===== config.mk =====
export PLATFORM = sky130hd
export DESIGN_NAME = key_input_buffer
export DESIGN_NICKNAME = d
export VERILOG_FILES = /design/src/rtl/mio_pkg.sv /design/src/rtl/sync_fifo.sv /design/src/rtl/key_input_buffer.sv
export SDC_FILE = /design/constraint.sdc
export NUM_CORES = 1
export LEC_CHECK = 0
export ABC_AREA = 0
export BUFFER_PORTS_ARGS = -buffer_cell sky130_fd_sc_hd__buf_2
export CAP_MARGIN = 10
export CORE_MARGIN = 4
export CORE_UTILIZATION = 45
export DETAILED_ROUTE_END_ITERATION = 16
export PLACE_DENSITY = 0.68
export SLEW_MARGIN = 30
export SYNTH_ARGS = -nofsm -noshare
export SYNTH_HDL_FRONTEND = slang
export SYNTH_HIERARCHICAL = 1
export SYNTH_SLANG_ARGS = --single-unit

===== constraint.sdc =====
create_clock -name clk -period 8.2 [get_ports clk]
set_input_delay 0.41 -clock clk [delete_from_list [all_inputs] [get_ports clk]]
set_output_delay 0.41 -clock clk [all_outputs]
set_load 0.05 [all_outputs]

===== src/rtl/mio_pkg.sv =====
// Shared definitions for the MIO bus slice: Button address decode constants
// (also used by the bus decoder), the default key code width and the access
// FSM state encoding used by the key input buffer.
package mio_pkg;

    localparam int          KEY_W      = 5;
    localparam logic [31:0] BTN_ADDR_1 = 32'hFFFF_FC00;
    localparam logic [31:0] BTN_ADDR_2 = 32'hC000_0000;

    typedef enum logic {
        IDLE   = 1'b0,
        ACCESS = 1'b1
    } access_state_t;

endpackage


===== src/rtl/sync_fifo.sv =====
// Parameterised synchronous FIFO with drop-on-full.
//
// Ports:
//   clk, rst_n  - clock, asynchronous active-low reset
//   push        - write request; push_data is stored when accepted
//   pop         - read request; ignored while empty
//   head        - oldest entry, or 0 when empty
//   cnt         - number of stored entries (0..DEPTH)
//   pop_eff     - a pop actually removed an entry this cycle
//   drop        - a push was discarded because the FIFO was full
//
// A push while full is still accepted if an effective pop happens in the
// same cycle, since the pop frees the slot the push lands in.
module sync_fifo #(
    parameter  int WIDTH = 5,
    parameter  int DEPTH = 8,
    localparam int AW    = $clog2(DEPTH),
    localparam int CW    = AW + 1
) (
    input  logic             clk,
    input  logic             rst_n,
    input  logic             push,
    input  logic [WIDTH-1:0] push_data,
    input  logic             pop,
    output logic [WIDTH-1:0] head,
    output logic [CW-1:0]    cnt,
    output logic             pop_eff,
    output logic             drop
);

    logic [WIDTH-1:0] mem [DEPTH];
    logic [AW-1:0]    rp;
    logic [AW-1:0]    wp;
    logic [CW-1:0]    cnt_q;
    logic             push_ok;

    assign pop_eff = pop && (cnt_q != '0);
    assign push_ok = push && ((cnt_q != CW'(DEPTH)) || pop_eff);
    assign drop    = push && !push_ok;

    // Pointers wrap naturally because DEPTH is a power of two.
    always_ff @(posedge clk or negedge rst_n) begin
        if (!rst_n) begin
            rp    <= '0;
            wp    <= '0;
            cnt_q <= '0;
        end else begin
            if (pop_eff) begin
                rp <= rp + AW'(1);
            end
            if (push_ok) begin
                wp <= wp + AW'(1);
            end
            if (push_ok && !pop_eff) begin
                cnt_q <= cnt_q + CW'(1);
            end else if (!push_ok && pop_eff) begin
                cnt_q <= cnt_q - CW'(1);
            end
        end
    end

    // Storage is not reset; cnt alone says which entries are meaningful.
    always_ff @(posedge clk) begin
        if (push_ok) begin
            mem[wp] <= push_data;
        end
    end

    assign head = (cnt_q != '0) ? mem[rp] : '0;
    assign cnt  = cnt_q;

endmodule


===== src/rtl/key_input_buffer.sv =====
// Key input buffer between the keypad scanner and the CPU Button port.
// Queues scanner key codes and removes exactly one code per CPU read access
// to the Button address (either alias), however many cycles the read lasts.
//
// Ports:
//   clk, rst      - clock, asynchronous active-low reset
//   key_valid     - one-cycle pulse: key_code holds a new code
//   key_code      - scanned key code
//   addr_bus      - CPU address
//   mem_w         - 1 = write, 0 = read
//   key_ready     - buffer holds at least one code
//   Keys          - head code, 0 when empty
//   key_overflow  - sticky: a code was dropped; cleared by the next effective pop
//   key_count     - number of buffered codes
//   access_state  - current access FSM state (debug visibility)
//
// Handshake: the CPU sees Keys/key_ready combinationally during its access;
// the pop happens on the clock edge that ends the first cycle of a read
// access, so the new head appears from the following cycle. Any cycle with
// the read deasserted ends the access; consecutive read cycles with no gap
// form one access.
module key_input_buffer #(
    parameter int          DEPTH      = 8,
    parameter int          KEY_W      = mio_pkg::KEY_W,
    parameter logic [31:0] BTN_ADDR_1 = mio_pkg::BTN_ADDR_1,
    parameter logic [31:0] BTN_ADDR_2 = mio_pkg::BTN_ADDR_2
) (
    input  logic                   clk,
    input  logic                   rst,
    input  logic                   key_valid,
    input  logic [KEY_W-1:0]       key_code,
    input  logic [31:0]            addr_bus,
    input  logic                   mem_w,
    output logic                   key_ready,
    output logic [KEY_W-1:0]       Keys,
    output logic                   key_overflow,
    output logic [$clog2(DEPTH):0] key_count,
    output mio_pkg::access_state_t access_state
);

    mio_pkg::access_state_t state_q;
    mio_pkg::access_state_t state_d;
    logic                   hit;
    logic                   pop;
    logic                   pop_eff;
    logic                   drop;

    assign hit = ((addr_bus == BTN_ADDR_1) || (addr_bus == BTN_ADDR_2)) && !mem_w;

    always_ff @(posedge clk or negedge rst) begin
        if (!rst) begin
            state_q <= mio_pkg::IDLE;
        end else begin
            state_q <= state_d;
        end
    end

    // pop is a pulse on the IDLE->ACCESS transition only.
    always_comb begin
        state_d = state_q;
        pop     = 1'b0;
        case (state_q)
            mio_pkg::IDLE: begin
                if (hit) begin
                    state_d = mio_pkg::ACCESS;
                    pop     = 1'b1;
                end
            end
            mio_pkg::ACCESS: begin
                if (!hit) begin
                    state_d = mio_pkg::IDLE;
                end
            end
            default: state_d = mio_pkg::IDLE;
        endcase
    end

    sync_fifo #(
        .WIDTH(KEY_W),
        .DEPTH(DEPTH)
    ) u_fifo (
        .clk      (clk),
        .rst_n    (rst),
        .push     (key_valid),
        .push_data(key_code),
        .pop      (pop),
        .head     (Keys),
        .cnt      (key_count),
        .pop_eff  (pop_eff),
        .drop     (drop)
    );

    // A drop can only happen without an effective pop, so set and clear
    // never conflict; set is checked first regardless.
    always_ff @(posedge clk or negedge rst) begin
        if (!rst) begin
            key_overflow <= 1'b0;
        end else if (drop) begin
            key_overflow <= 1'b1;
        end else if (pop_eff) begin
            key_overflow <= 1'b0;
        end
    end

    assign key_ready    = (key_count != '0);
    assign access_state = state_q;

endmodule


==> metrics.csv, run 1 <==
metric;value;unit
die_height;80.7;um
power_density;303;nW/um2
grt_use_total;16.2;%
io_buffers;52;
fp.dieW;80.7;um
setup_viol;0;
drt-total-wl;4650;um
peakVddDrop;0.248;mV
nets;257;
period_needed;3.36;ns
io_pins;53;
drt_iter0_drc;42;
met3WireLength;310;um
diodes;0;
layout_commonest_cell;buf_2;
gp_congestion;0.785;
start_kind;input port;
p_sw;0.000293;W
top_layer;met4;
clk_pin_slew;0.09;ns
cap_viol_max_count;0;
syn_area_per_cell;15.5;um2
ant_nets;0;
root_buffer;clkbuf_8;
clkPwrFrac;26.9;%
worst_pin_slew;0.930;ns
yosys.area.top_type_share;50.6;%
ys_ff_latch;52;
cp-startpoint;addr_bus[27];
max_freq;298;MHz
tns;0;ns
grt_pass1_vias;1585;
period_share;41.0;%
min_from;key_code[1];
p_sw_share;33.7;%
hold_viol;0;
mostFrequentLayoutCells;52 x buf_2, 40 x edfxtp_1, 12 x dfrtp_1, 10 x mux4_2, 9 x nor2_1;
routedWlPerCell;16.5;um
p_leak;1.08;nW
syn_inst;153;
drtPass1Iterations;4;
vias;1534;
post_cts_resized;0;
grt_pass1_wl;7620;um
cts_sinks;52;
drc;0;
core_area;5110;um2
h-tree-depth;2;
synth_top_cell_by_area;edfxtp_1;
yosysUniqueCellTypes;36;
initial_core_util;46.5;%
layout-drive-gt1-share;36.5;%
synth-edff-count;40;
cts_tree;built;
synthArstFlopShare;23.1;%
antenna_found_initial;0;
die_area;6510;um2
synth.cell_area;2380;um2
synth_nets;200;
place.detailed.hpwl;3400;um
power_frac_seq;43.2;%
reg2reg_from;u_fifo/cnt[0];
grt_max_degree;17;
final.setup_skew;0.00899;ns
combPwrFrac;29.9;%
clock_path_buffers;2;
vias_per_cell;5.46;
crit_path_end_kind;register;
numCtsBuffers;5;
cp_data_arrival_time;3.55;ns
instances_no_fill;281;
wl_met1;1930;um
required;8.39;ns
gr-total-overflow;0;
rsz0062_at_grt;false;
yosys_most_used_dff;edfxtp_1;
path_class;in -> reg;
place_inst;272;
fp-row-count;26;
p_int;0.000577;W
ys_warn_count;6;
drv_slew;0;
ys_seq_area_share;63.2;%
worst_hold_path_type;in -> reg;
met2_length;2360;um
crit_fanout;7;
synth.area.top_cells;edfxtp_1 51%, dfrtp_1 13%, mux4_2 9.5%;
syn2layout_area_growth;21.1;%
max_slew_margin;37.5;%
clock_latency;0.31;ns
status;finished clean;
sequential cells by signal, indices dropped and copies added, names as in the netlist:
register	flops
u_fifo/cnt	4
u_fifo/wp	3
u_fifo/rp	3
u_fifo/mem	40
access_state	1
key_overflow	1
Yosys cell counts, types with 2 or more instances:
library cell / instances
nor2_1: 9
nor3_1: 7
inv_1: 5
nand3_1: 3
a22o_1: 5
nand2b_1: 3
mux4_2: 10
mux2_4: 2
clkbuf_1: 2
edfxtp_1: 40
a21oi_1: 2
nand4_1: 5
or3_1: 2
ha_1: 5
or4_1: 7
nor4_1: 5
xnor2_1: 5
nand2_1: 4
dfrtp_1: 12
o211ai_1: 4
critical path, cell delays in order:
cell and delay [ns]:
buf_2 0.10, or4_1 0.51, nor4_1 0.28, a22oi_1 0.16, nor3_2 0.21, nand2b_1 0.25, o21ai_4 0.11, inv_1 0.07
ha_1 0.22, inv_1 0.13, ha_1 0.36, or4_1 0.52, o211ai_1 0.10, o211ai_1 0.10
metrics by stage:
| step | hold WS (ns) | instance area [um2] | setup WS (ns) | util, % | power (W) |
|---|---|---|---|---|---|
| 6_report | 0.357 | 2880 | 4.84 | 56.3 | 0.000870 |
| 5_1_grt | 0.371 | 2880 | 4.63 | 56.3 | 0.000918 |
| 4_1_cts | 0.349 | 2880 | 4.82 | 56.3 | 0.000878 |
| 3_5_place_dp | 0.312 | 2710 | 4.49 | 53.0 | 0.000643 |
| 3_3_place_gp | 0.303 | 2710 | 4.56 | 53.0 | 0.000639 |
| 2_1_floorplan | 0.114 | 2380 | 4.88 | - | 0.000571 |
routing by layer:
metal	track usage [%]	vias up
met3	4.37	4
met5	0	-
met2	28.6	57
met1	19.3	739
met4	4.56	0
li1	-	734
kinds of logic (layout without fill, tap and decap cells):
group           after synthesis  after routing  share of synthesized area (%)
buf+inv                       9             67                           1.79
xor+xnor                      6              6                           2.21
simple gates                 49             49                           11.8
compound gates               17             17                           5.90
flops                        52             52                           63.2
mux                          14             14                           11.6
fa+ha+maj                     6              6                           3.48
cell type report:
type	instances	area, um2
clock buffers	5	68.8
well taps	70	87.6
repair buffers	54	278
inverters	5	18.8
clock inverters	3	90.1
multi-input cells	92	832
fillers	431	2230
flip-flops and latches	52	1500
power by group through the flow:
stage / Combinational, W / Clock [W] / Sequential [W]
2_1_floorplan: 0.000156 / 0 / 0.000416
5_1_grt: 0.000284 / 0.000250 / 0.000384
4_1_cts: 0.000262 / 0.000239 / 0.000377
6_report: 0.000260 / 0.000234 / 0.000376
3_3_place_gp: 0.000259 / 0 / 0.000380
3_5_place_dp: 0.000261 / 0 / 0.000383
final timing paths:
path,end,slack [ns],cells past startpoint
min,u_fifo/mem[0][1],0.36,1
max in group asynchronous,u_fifo/wp[1],7.45,2
min in group asynchronous,u_fifo/cnt[0],0.53,2
max,u_fifo/cnt[3],4.84,14
min reg2reg,key_overflow,0.49,1
max reg2reg,u_fifo/cnt[3],5.30,9
what timing repair did:
| action | CTS | global route |
|---|---|---|
| hold endpoints to repair | 12 | 0 |
| hold buffers | 1 | 0 |
| buffers inserted | 0 | 0 |
Note: power is estimated with default switching activity, not from simulation.
==> run 2, diff against run 1 <==
PLACE_DENSITY = 0.71   (was 0.68)
clock period = 3 ns   (was 8.2 ns; I/O delays follow)
==> metrics.csv, run 2 (synthesis results as in run 1) <==
metric;value;unit;change
status;finished clean;;unchanged
clkPwrFrac;16.8;%;was 26.9%
nFillCells;401;;was 431
final_core_util;57.3;%;was 56.3%
layout_commonest_cell;buf_2;;unchanged
cts_sinks;52;;unchanged
nets;271;;was 257
place_ws;-0.0489;ns;was 4.49 ns
r2r_cells;9;;unchanged
p_leak;1.11;nW;was 1.08 nW
cpLargestDelayFamily;simple AND/OR/NAND/NOR gates;;unchanged
top_register;u_fifo/mem;;unchanged
worst_pin_slew;0.712;ns;was 0.930 ns
fp.dieW;80.7;um;unchanged
die_area;6510;um2;unchanged
combPwrFrac;35.4;%;was 29.9%
ant_nets;0;;unchanged
numCtsBuffers;5;;unchanged
antenna_found_initial;0;;unchanged
clk_pin_slew;0.08;ns;was 0.09 ns
grt_max_degree;15;;was 17
min_to;u_fifo/mem[4][1];;was u_fifo/mem[0][1]
drv_slew;0;;unchanged
max_freq;368;MHz;
crit_path_end_kind;register;;unchanged
path_class;in -> reg;;unchanged
core_area;5110;um2;unchanged
power_density;743;nW/um2;was 303 nW/um2
worst_hold_path_type;in -> reg;;unchanged
r2r_slack;0.39;ns;was 5.30 ns
cp_data_arrival_time;2.89;ns;was 3.55 ns
routedWlPerCell;15.7;um;was 16.5 um
largest_reg_flops;40;;unchanged
initial_core_util;46.5;%;unchanged
fp-row-count;26;;unchanged
p_sw_share;36.6;%;was 33.7%
grt_pass1_vias;1590;;was 1585
io_pins;53;;unchanged
power_frac_seq;47.8;%;was 43.2%
cp.buffers_inverters;3;;unchanged
diodes;0;;unchanged
max_slew_margin;52.5;%;was 37.5%
drt-total-wl;4630;um;was 4650 um
min_from;key_code[1];;unchanged
tns;0;ns;unchanged
crit_fanout;5;;was 7
r2r_end;u_fifo/cnt[3];;unchanged
vias_per_cell;5.33;;was 5.46
peakVddDrop;0.594;mV;was 0.248 mV
p_sw;0.000795;W;was 0.000293 W
setup_viol;0;;unchanged
drc;0;;unchanged
period_needed;2.72;ns;
min_delay_path_depth;1;;unchanged
drtPass1Iterations;4;;unchanged
io_buffers;52;;unchanged
grt_use_total;15.9;%;was 16.2%
place.detailed.hpwl;3530;um;was 3400 um
rsz0062_at_grt;false;;unchanged
die_height;80.7;um;unchanged
required;3.18;ns;was 8.39 ns
vias;1572;;was 1534
clock_latency;0.29;ns;was 0.31 ns
gr-total-overflow;0;;unchanged
grt_pass1_wl;7530;um;was 7620 um
hold_viol;0;;unchanged
gp_congestion;0.814;;was 0.785
fin_ws;0.284;ns;was 4.84 ns
layout-drive-gt1-share;40.4;%;was 36.5%
path_cells;buf_2 > or4_1 > nor4_1 > a22oi_1 > nor3_2 > nand2b_4 > o21ai_4 > inv_1 > ha_2 > inv_1 > ha_4 > or4_1 > o211ai_1 > o211ai_1;;was buf_2 > or4_1 > nor4_1 > a22oi_1 > nor3_2 > nand2b_1 > o21ai_4 > inv_1 > ha_1 > inv_1 > ha_1 > or4_1 > o211ai_1 > o211ai_1
start_kind;input port;;unchanged
final.setup_skew;0.00570;ns;was 0.00899 ns
max_stage_delay;0.51;ns;was 0.52 ns
cap_viol_max_count;0;;unchanged
h-tree-depth;2;;unchanged
clock_path_buffers;2;;unchanged
cts_tree;built;;unchanged
period_share;90.5;%;
crit_path_top_delay_cell;or4_1;;unchanged
mostFrequentLayoutCells;52 x buf_2, 40 x edfxtp_1, 15 x buf_4, 12 x dfrtp_1, 10 x mux4_2;;was 52 x buf_2, 40 x edfxtp_1, 12 x dfrtp_1, 10 x mux4_2, 9 x nor2_1
syn2layout_area_growth;23.1;%;was 21.1%
root_buffer;clkbuf_8;;unchanged
drt_iter0_drc;52;;was 42
p_int;0.00138;W;was 0.000577 W
reg2reg_from;u_fifo/cnt[0];;unchanged
==> run 2: area by class of cell <==
type | count | area [um2] | area share [%]
Timing Repair Buffer | 68 | 383 | 13.1
Inverter | 5 | 18.8 | 0.642
Multi-Input combinational cell | 92 | 855 | 29.2
Tap cell | 70 | 87.6 | 2.99
Sequential cell | 52 | 1500 | 51.3
Clock inverter | 1 | 3.75 | 0.128
Clock buffer | 7 | 76.3 | 2.61
==> run 2: per-layer routing <==
layer	vias to the layer above	global-route usage [%]	wire, um
met5	-	0	0
met4	0	5.07	61
met3	6	4.15	326
met2	58	26.7	2230
met1	751	19.9	2000
li1	757	-	-
==> run 2: repair_timing <==
action | CTS | global route
hold endpoints to repair | 12 | 0
setup buffers | 0 | 0
hold buffers | 1 | 0
gates resized for setup | 0 | 0
==> run 2: how the worst max path moves through the flow <==
stage            startpoint       endpoint  slack, ns  cells after the start
5_1_grt        addr_bus[27]  u_fifo/cnt[3]       0.12                     14
4_1_cts        addr_bus[27]  u_fifo/cnt[3]       0.27                     14
6_report       addr_bus[27]  u_fifo/cnt[3]       0.28                     14
2_1_floorplan  addr_bus[27]  u_fifo/cnt[3]       0.04                     13
3_3_place_gp   addr_bus[27]  u_fifo/cnt[3]     -0.001                     14
3_5_place_dp   addr_bus[27]  u_fifo/cnt[3]      -0.05                     14
==> run 2: through the flow <==
step	instance area [um2]	power (W)	hold slack, ns	std cells
4_1_cts	2930	0.00220	0.115	295
6_report	2930	0.00217	0.128	295
3_3_place_gp	2840	0.00181	0.0514	286
2_1_floorplan	2400	0.00158	-0.146	153
5_1_grt	2930	0.00231	0.115	295
3_5_place_dp	2840	0.00183	0.0506	286
==> run 2: power groups by stage <==
stage	Combinational [W]	Sequential, W	Clock (W)
6_report	0.000770	0.00104	0.000364
5_1_grt	0.000837	0.00106	0.000414
4_1_cts	0.000777	0.00104	0.000379
3_5_place_dp	0.000776	0.00105	0
3_3_place_gp	0.000762	0.00105	0
2_1_floorplan	0.000441	0.00114	0
